**src/rtl/cordic_sched.sv**
```systemverilog
// cordic_sched: round-robin scheduler sharing one pipelined CORDIC cosine core among NREQ requesters.
// Define CORDIC_SCHED_STATS_EN to add the grant/stall counters and their stat_* ports.
module cordic_sched #(
  parameter int NREQ       = 4,
  parameter int LAT        = 34,
  parameter int FIFO_DEPTH = 8
) (
  input  logic                    clk,
  input  logic                    reset,
  input  logic [NREQ-1:0]         req_valid,
  output logic [NREQ-1:0]         req_ready,
  input  logic [32*NREQ-1:0]      req_theta,
  input  logic                    cfg_valid,
  input  logic [5:0]              cfg_n,
  output logic                    cfg_ready,
  output logic [31:0]             cordic_theta,
  output logic [5:0]              cordic_n,
  input  logic [31:0]             cordic_result,
  output logic                    rsp_valid,
  input  logic                    rsp_ready,
  output logic [31:0]             rsp_data,
  output logic [$clog2(NREQ)-1:0] rsp_id,
`ifdef CORDIC_SCHED_STATS_EN
  input  logic                    stat_clear,
  output logic [31:0]             stat_issued,
  output logic [31:0]             stat_stall,
`endif
  output logic                    busy
);

  localparam int IDW = $clog2(NREQ);
  localparam int AW  = $clog2(FIFO_DEPTH);
  localparam int CW  = $clog2(LAT + FIFO_DEPTH + 1) + 1;

  typedef enum logic [1:0] {RUN, DRAIN, APPLY} state_t;

  state_t         state, state_nxt;
  logic [IDW-1:0] rr;
  logic [IDW-1:0] grant;
  logic           gnt_found;
  logic           issue_ok;
  logic           issue;
  logic           push;
  logic           pop;
  logic [CW-1:0]  inflight;
  logic [CW-1:0]  fifo_count;
  logic [LAT-1:0] tag_vld_p;
  logic [IDW-1:0] tag_id_p [LAT];
  logic [31:0]    fifo_data [FIFO_DEPTH];
  logic [IDW-1:0] fifo_id [FIFO_DEPTH];
  logic [AW-1:0]  wr_ptr;
  logic [AW-1:0]  rd_ptr;
  logic [31:0]    last_data;
  logic [IDW-1:0] last_id;

  function automatic logic [5:0] clamp_n(input logic [5:0] n);
    return (n > 6'd32) ? 6'd32 : n;
  endfunction

  // Issue stage: credit check and round-robin search starting just above rr
  always_comb begin
    grant     = '0;
    gnt_found = 1'b0;
    for (int j = 0; j < NREQ; j++) begin
      if (!gnt_found && req_valid[j] && (j > int'(rr))) begin
        gnt_found = 1'b1;
        grant     = IDW'(j);
      end
    end
    for (int j = 0; j < NREQ; j++) begin
      if (!gnt_found && req_valid[j] && (j <= int'(rr))) begin
        gnt_found = 1'b1;
        grant     = IDW'(j);
      end
    end
  end

  assign issue_ok = (state == RUN) && !cfg_valid && ((inflight + fifo_count) < CW'(FIFO_DEPTH));
  assign issue    = issue_ok && gnt_found;

  always_comb begin
    req_ready = '0;
    if (issue) req_ready[grant] = 1'b1;
  end

  assign cordic_theta = issue ? req_theta[{grant, 5'd0} +: 32] : 32'd0;

  always_comb begin
    state_nxt = state;
    cfg_ready = 1'b0;
    case (state)
      RUN:     if (cfg_valid) state_nxt = DRAIN;
      DRAIN:   if (inflight == '0) state_nxt = APPLY;
      APPLY: begin
        cfg_ready = 1'b1;
        state_nxt = RUN;
      end
      default: state_nxt = RUN;
    endcase
  end

  // Capture stage: tag leaving the pipeline pairs with the core result
  assign push      = tag_vld_p[LAT-1];
  assign rsp_valid = (fifo_count != '0);
  assign pop       = rsp_valid && rsp_ready;
  assign rsp_data  = rsp_valid ? fifo_data[rd_ptr] : last_data;
  assign rsp_id    = rsp_valid ? fifo_id[rd_ptr] : last_id;
  assign busy      = (inflight != '0) || rsp_valid;

  always_ff @(posedge clk or negedge reset) begin
    if (!reset) begin
      state      <= RUN;
      cordic_n   <= 6'd32;
      rr         <= IDW'(NREQ - 1);
      tag_vld_p  <= '0;
      inflight   <= '0;
      fifo_count <= '0;
      wr_ptr     <= '0;
      rd_ptr     <= '0;
      last_data  <= '0;
      last_id    <= '0;
    end else begin
      state     <= state_nxt;
      tag_vld_p <= {tag_vld_p[LAT-2:0], issue};
      if (state == APPLY) cordic_n <= clamp_n(cfg_n);
      if (issue) rr <= grant;
      case ({issue, push})
        2'b10:   inflight <= inflight + 1'b1;
        2'b01:   inflight <= inflight - 1'b1;
        default: ;
      endcase
      case ({push, pop})
        2'b10:   fifo_count <= fifo_count + 1'b1;
        2'b01:   fifo_count <= fifo_count - 1'b1;
        default: ;
      endcase
      if (push) wr_ptr <= wr_ptr + 1'b1;
      if (pop) begin
        rd_ptr    <= rd_ptr + 1'b1;
        last_data <= fifo_data[rd_ptr];
        last_id   <= fifo_id[rd_ptr];
      end
    end
  end

  // Data path: tag ids and FIFO storage carry no reset, validity lives in the control state
  always_ff @(posedge clk) begin
    tag_id_p[0] <= grant;
    for (int k = 1; k < LAT; k++) tag_id_p[k] <= tag_id_p[k-1];
    if (push) begin
      fifo_data[wr_ptr] <= cordic_result;
      fifo_id[wr_ptr]   <= tag_id_p[LAT-1];
    end
  end

`ifdef CORDIC_SCHED_STATS_EN
  always_ff @(posedge clk or negedge reset) begin
    if (!reset) begin
      stat_issued <= '0;
      stat_stall  <= '0;
    end else if (stat_clear) begin
      stat_issued <= '0;
      stat_stall  <= '0;
    end else begin
      if (issue && (stat_issued != 32'hFFFF_FFFF)) stat_issued <= stat_issued + 1'b1;
      if ((|req_valid) && !issue && (stat_stall != 32'hFFFF_FFFF)) stat_stall <= stat_stall + 1'b1;
    end
  end
`endif

  // Credits bound inflight + fifo_count, so the FIFO can never overflow
  assert property (@(posedge clk) disable iff (!reset) fifo_count <= CW'(FIFO_DEPTH));

endmodule

```
**config.mk**
```make
export PLATFORM = sky130hd
export DESIGN_NAME = cordic_sched
export DESIGN_NICKNAME = d
export VERILOG_FILES = /design/src/rtl/cordic_sched.sv
export SDC_FILE = /design/constraint.sdc
export NUM_CORES = 1
export LEC_CHECK = 0
export ABC_AREA = 1
export CORE_MARGIN = 1.5
export CORE_UTILIZATION = 45
export DETAILED_ROUTE_END_ITERATION = 12
export PLACE_DENSITY = 0.68
export SYNTH_ARGS = -nofsm -noshare
export SYNTH_HDL_FRONTEND = slang
export SYNTH_SLANG_ARGS = --single-unit
```
**constraint.sdc**
```tcl
create_clock -name clk -period 5.6 [get_ports clk]
set_clock_uncertainty 0.2 [all_clocks]
set_input_delay 0.84 -clock clk [delete_from_list [all_inputs] [get_ports clk]]
set_output_delay 0.84 -clock clk [all_outputs]
set_load 0.01 [all_outputs]
```
-- Yosys cells after proc, flatten, opt, wreduce, memory -nomap -nowiden
Memories as Yosys holds them, arrays and structs flattened.
Index checks and enable logic that the tools add are counted.
- register bits after elaboration: 98
- bits in latches: 0
- memory bits (writable): 340
- memory bits (read-only): 0
- input bits: 174
- word-level logic and storage cells: 100
- memories kept: 3
- memories (name ; words ; bits a word ; read ports ; clocked after memory_dff ; write ports ; line ; RTL):
    fifo_data ; 8 ; 32 ; 1 ; 0 ; 1 ; 49 ; logic [31:0] fifo_data [FIFO_DEPTH];
    tag_id_p ; 34 ; 2 ; 34 ; 0 ; 34 ; 48 ; logic [IDW-1:0] tag_id_p [LAT];
    fifo_id ; 8 ; 2 ; 1 ; 0 ; 1 ; 50 ; logic [IDW-1:0] fifo_id [FIFO_DEPTH];
- $add $sub $neg: 7
- $mul: 0
- divide/modulo/power cells: 0
- $lt $le $gt $ge: 10
- eq/ne operators: 8
- shift-type cells: 1
- multiplexer cells: 29
- bitwise gates (word level): 0
- reduce and logical (&&, ||, !) cells: 32
- operator list (cell ; count):
    $shiftx A128 B8 Y32 ; 1
    $mux W32 ; 2
    $pmux W7 S2 ; 2
    $mux W2 ; 9
    $logic_and A1 B1 Y1 ; 17
    $add A7 B1 Y7 const B ; 2
    $reduce_bool A7 Y1 ; 2
    $sub A7 B1 Y7 const B ; 2
    $mux W1 ; 12
    $add A7 B7 Y7 ; 1
    $logic_not A1 Y1 ; 7
    $logic_not A7 Y1 ; 1
    $lt A7 B4 Y1 const B ; 1
    $add A3 B1 Y3 const B ; 2
    $eq A2 B1 Y1 const B ; 3
    $eq A2 B2 Y1 const B ; 3
    $gt A6 B6 Y1 const B ; 1
    $mux W6 ; 1
    $gt A2 B2 Y1 const A ; 2
    $le A2 B2 Y1 const A ; 2
    $mux W4 ; 1
    $ne A2 B2 Y1 const B ; 2
    $pmux W2 S2 ; 1
    $reduce_bool A2 Y1 ; 2
    other kinds (8) ; 8

-- Logic depth before layout (Yosys ltp)
- word-level depth: 31
- mapped depth: 25

-- Worst setup path before layout
No wires, ideal clock.
- kind: input-to-reg
- start: input req_valid[1]
- end: register inflight[4]
- library setup time: 0.118 ns
- arrival: 2.864 ns
- slack: 2.418 ns
- stages: 19
- path buffers: 2
- cell sequence: nor2_1 > nand4_1 > o21ai_0 > nor2_1 > nand4_1 > clkbuf_1 > ha_1 > buf_2 > xnor2_1 > inv_1 > ha_1 > inv_1 > nand2_1 > nand2_1 > nand2_1 > nand2_1 > nand3_1 > nand3_1 > nand2_1
- word-level cells in the longest chain between the ends: 28
- elaborated cells between the ends (all ways): 30
- those cells by class: eq/ne: 2; mux: 8; reduce/logical: 20
- RTL lines (element ; line ; RTL):
    from (decl) ; 10 ; input logic [NREQ-1:0] req_valid,
    $logic_and A1 B1 Y1 ; 65 ; if (!gnt_found && req_valid[j] && (j > int'(rr))) begin
    $mux W1 ; 65 ;
    $logic_not A1 Y1 ; 65 ;
    $logic_and A1 B1 Y1 (2 in a row) ; 65 ;
    $mux W1 ; 65 ;
    $logic_not A1 Y1 ; 65 ;
    $logic_and A1 B1 Y1 (2 in a row) ; 65 ;
    $mux W1 ; 65 ;
    [8 not listed] ; n/a ;
    $logic_and A1 B1 Y1 (2 in a row) ; 71 ; if (!gnt_found && req_valid[j] && (j <= int'(rr))) begin
    $mux W1 (*) ; 71 ;
    $logic_not A1 Y1 ; 71 ;
    $logic_and A1 B1 Y1 (2 in a row) ; 71 ;
    $mux W1 (*) ; 71 ;
    $logic_and A1 B1 Y1 (*) ; 79 ; assign issue = issue_ok && gnt_found;
    $eq A2 B1 Y1 or $eq A2 B2 Y1 (tied branches) ; 127 ; case ({issue, push})
    $pmux W7 S2 or $reduce_bool A2 Y1 (tied branches) ; n/a ;
    to (signal assigned) ; 128 ; 2'b10: inflight <= inflight + 1'b1;
    to (signal assigned) ; 129 ; 2'b01: inflight <= inflight - 1'b1;
    to (decl) ; 45 ; logic [CW-1:0] inflight;
Every way passes the cells marked *; elsewhere a longest branch is shown, timed or not.
A chain may end at the register's enable or synchronous reset.

-- Worst setup path in the final report
- start: register rd_ptr[0]
- end: output rsp_data[21]
- word-level cells in the longest chain between the ends: 2
- RTL lines (element ; line ; RTL):
    from (decl) ; 52 ; logic [AW-1:0] rd_ptr;
    from (signal assigned) ; 139 ; rd_ptr <= rd_ptr + 1'b1;
    $mem_v2 Z8 W32 ; n/a ;
    $mux W32 ; 106 ; assign rsp_data = rsp_valid ? fifo_data[rd_ptr] : last_data;
    to (decl) ; 21 ; output logic [31:0] rsp_data,
No other way between the ends.

==> summary by stage <==
Clock tree
The number of buffers on the longest clock path is 3. The cts-stage hold buffer count is 0. The source-to-sink clock delay at the later pin of the worst-skew pair is 0.54 ns. The clock slew at the register clock pins of the worst setup and hold paths is 0.06 ns.

Buffers inserted during clock tree synthesis total 42. CTS placed an instance of sky130_fd_sc_hd__clkbuf_16 at the clock tree root. Post-CTS timing repair inserted 0 buffers for setup. The clock net in this run drives a total of 438 sinks. The number of gates resized after CTS was 0. TritonCTS built the clock tree. The H-tree was split into 2 levels.

Critical path
The critical path's top delay family is buffers and inverters. The highest net fanout along the worst path is 60. The critical path is of the flop to primary output type. The setup slack of the most critical reg-to-reg path is 1.88 ns.

In this design, the critical path's most frequently occurring cell is sky130_fd_sc_hd__o21ai_0. The capturing element of the worst setup path is rsp_data[21]. The required time of the critical path is 4.56 ns. The startpoint of the worst register-to-register path is inflight[4]. The largest incremental delay on the critical path is 0.75 ns. The path depth of the worst reg2reg path is 21. The first element of the critical path is rd_ptr[0]. The kind of start point of the critical path is a flop. The critical path crosses 7 cells after its start point. Walking the worst path, the cells encountered are inv_2 > buf_12 > nor2_1 > o211ai_1 > o21ai_0 > o21ai_0 > clkdlybuf4s50_1.

The arrival time at the worst endpoint is 3.71 ns. The endpoint identified for the worst register-to-register timing path is inflight[4]. The slowest stage of the critical path is the sky130_fd_sc_hd__dfrtp_4 cell. The endpoint type of the worst setup path is a primary output. The worst path buffer plus inverter count is 3.

Yosys
The number of nets handed over by synthesis was 1815. The flop and latch count out of synthesis is 438. The synthesized netlist occupies a cell area of 0.0180 sq mm. The post-synthesis cell count is 1624.

The sequential area share after synthesis is 66.6%. The share of flip-flops with an asynchronous set or reset is 22.4%. The post-synthesis cell type count is 36. After synthesis, the cell types taking the most area are sky130_fd_sc_hd__edfxtp_1 45%, sky130_fd_sc_hd__dfrtp_1 13%, sky130_fd_sc_hd__dfxtp_1 7.6%. The most common flop cell mapped by yosys is sky130_fd_sc_hd__edfxtp_1. The share of synthesized area in the top cell type comes to 45.4%.

The number of warnings reported in the yosys synthesis log is 0. The count of flip-flops with a built-in enable after synthesis is 272. The cell type contributing the most total cell area after synthesis is sky130_fd_sc_hd__edfxtp_1.

Averaged over all synthesized cells, the footprint is 11.1 sq um.

STA
The final max-slew violation count is 0. The time the worst path needs with I/O delays and setup is 4.75 ns. Adding up every negative setup slack in the final design gives 0 ns.

Derived from the worst setup path, the maximum achievable clock frequency is 0.210 GHz. Setup repair after global routing left no endpoint under its margin. The headroom to the max-slew limit is 40.2%. The worst-margin pin slew is 0.897 ns. The share of the clock period used by the worst path is 84.9%. The final critical-path setup slack is 0.845 ns.

Setup violations remaining at the end of the flow were counted as 0. The number of endpoints with negative hold slack in the final report was 0.

Layout
The top cell types in the final layout, fill and taps aside, are 272 x sky130_fd_sc_hd__edfxtp_1, 251 x sky130_fd_sc_hd__clkdlybuf4s50_1, 238 x sky130_fd_sc_hd__nand2_1. Leaving out fill and tap cells, the most frequent cell in the layout is sky130_fd_sc_hd__edfxtp_1. The number of nets in the final layout is 2041. Of the cells placed in the final design, the portion with a size suffix greater than 1 is 6.21%. Cells fill 56.4% of the core in the end. The area growth from synthesis to layout is 23.9%.

Pwr
The power share of the clock group is 29.3%. For this design the total switching power over the nets is 0.00289 W. Combinational cells account for 27.9% of the total power. The share of power burned in registers is 42.8%. Summed over all cells, the static leakage comes to 8.57 nW.

The switching fraction of total power is 31.3%. The worst ir drop on vdd is 0.295 mV. Internal power comes to 0.00633 W. In this run the power density over the cells is 414 mW/mm^2.

Hold path
The worst hold path begins at tag_id_p[9][0]. The worst min-delay path class is flop to flop.

Status
The run finished with clean final reports.

Global routing
The total global routing track utilization is 20.9%. After global routing the overflow that remains totals 0. The pin count of the biggest net entering global routing is 78. The initial antenna violation count is 6. The via count of the first global-routing pass came to 12472. The first global-routing pass estimated 67200 um of wire.

Floorplanning
The starting utilization of the core area is 45.5%. In this run the horizontal extent of the chip is 203 um. The placement row count is 73.

The vertical die dimension is 203 um. The die covers 0.0412 sq mm. The area of the core region is 0.0395 sq mm. The top-level I/O count is 253.

Detailed routing
Wires add up to 43200 um. Dividing the detail-routed via count by the number of cells gives 5.23. The routed layout has 12614 vias. The count of routing violations after the opening detailed-route iteration is 864. For this run, design rule violations remaining after detail routing come to 0. The number of search-and-repair iterations in the first detailed-routing pass is 5. The mean routed wirelength per cell is 17.9 um. The post-route antenna net violation count is 0.

Placement
The final HPWL from detailed placement is 26800 um. The number of port buffers is 252. The placer congestion estimate is 0.933. The minimum setup slack after placement is 1.10 ns.

Job
Across the run, the number of max-cap violations was 0.
metal layers:
| metal | vias up | part of all wire, % | GRT usage [%] |
|---|---|---|---|
| met3 | 59 | 6.3 | 4.46 |
| li1 | 6090 | - | - |
| met5 | - | 0.051 | 0 |
| met4 | 4 | 2.4 | 6.64 |
| met2 | 392 | 50 | 36.3 |
| met1 | 6069 | 42 | 26.1 |
power groups by stage:
stage	registers [W]	logic, W	clock network, W
finish	0.00394	0.00258	0.00270
global route	0.00398	0.00288	0.00288
CTS	0.00394	0.00260	0.00275
detailed placement	0.00401	0.00259	0
global placement	0.00399	0.00254	0
floorplan	0.00378	0.00172	0
area by class of cell:
cell class | count | area (sq um)
Antenna cell | 1 | 2.50
Clock buffer | 54 | 1140
Clock inverter | 24 | 199
Fill cell | 3324 | 17300
Inverter | 115 | 432
Multi-Input combinational cell | 975 | 5140
Sequential cell | 438 | 12000
Tap cell | 525 | 657
Timing Repair Buffer | 278 | 2730
sequential cells by signal, indices dropped and copies added (netlist names):
name / flops
inflight: 7
fifo_data: 256
last_id: 2
rd_ptr: 3
rr: 2
last_data: 32
fifo_count: 7
cordic_n: 6
state: 2
wr_ptr: 3
tag_vld_p: 34
fifo_id: 16
tag_id_p: 68
logic make-up after synthesis:
kind of cell	after synthesis	share of synthesized area, %
AND/OR/NAND/NOR	581	14.4
flip-flops	438	66.6
AO/OA/AOI/OAI	328	9.98
buffers and inverters	211	5.15
multiplexers	34	1.89
adder cells (fa/ha/maj)	17	1.22
XOR/XNOR	15	0.730
synth_stat cells, types with 6 or more instances:
master / number
sky130_fd_sc_hd__xnor2_1: 7
sky130_fd_sc_hd__xor2_1: 8
sky130_fd_sc_hd__dfrtp_1: 95
sky130_fd_sc_hd__nand4_1: 9
sky130_fd_sc_hd__o211ai_1: 34
sky130_fd_sc_hd__inv_1: 114
sky130_fd_sc_hd__o22ai_1: 37
sky130_fd_sc_hd__nand2_1: 239
sky130_fd_sc_hd__dfxtp_1: 68
sky130_fd_sc_hd__clkbuf_1: 45
sky130_fd_sc_hd__nand3b_1: 65
sky130_fd_sc_hd__buf_2: 27
sky130_fd_sc_hd__buf_1: 6
sky130_fd_sc_hd__buf_4: 9
sky130_fd_sc_hd__a21oi_1: 36
sky130_fd_sc_hd__ha_1: 16
sky130_fd_sc_hd__o21ai_0: 198
sky130_fd_sc_hd__o21ai_1: 16
sky130_fd_sc_hd__edfxtp_1: 272
sky130_fd_sc_hd__buf_6: 9
sky130_fd_sc_hd__nor2_1: 168
sky130_fd_sc_hd__mux2i_1: 34
sky130_fd_sc_hd__nand3_1: 86
how the worst min path moves through the flow:
stage                     slack (ns)         endpoint  cells past startpoint
final                           0.11  tag_id_p[10][0]                      0
after global routing            0.13   tag_id_p[8][1]                      0
after CTS                       0.12  tag_id_p[33][0]                      0
after detailed placement        0.11  tag_id_p[11][0]                      0
after global placement          0.11  tag_id_p[11][0]                      0
after floorplan                 0.11  tag_id_p[10][0]                      0
stage by stage:
stage | instances | hold WS [ns] | power (W) | area [sq um]
floorplan | 1624 | 0.110 | 0.00550 | 18000
global placement | 2331 | 0.111 | 0.00653 | 21000
detailed placement | 2331 | 0.112 | 0.00659 | 21000
CTS | 2409 | 0.122 | 0.00929 | 22300
global route | 2410 | 0.129 | 0.00974 | 22300
finish | 2410 | 0.114 | 0.00922 | 22300
Power figures use the tool's default switching activity.
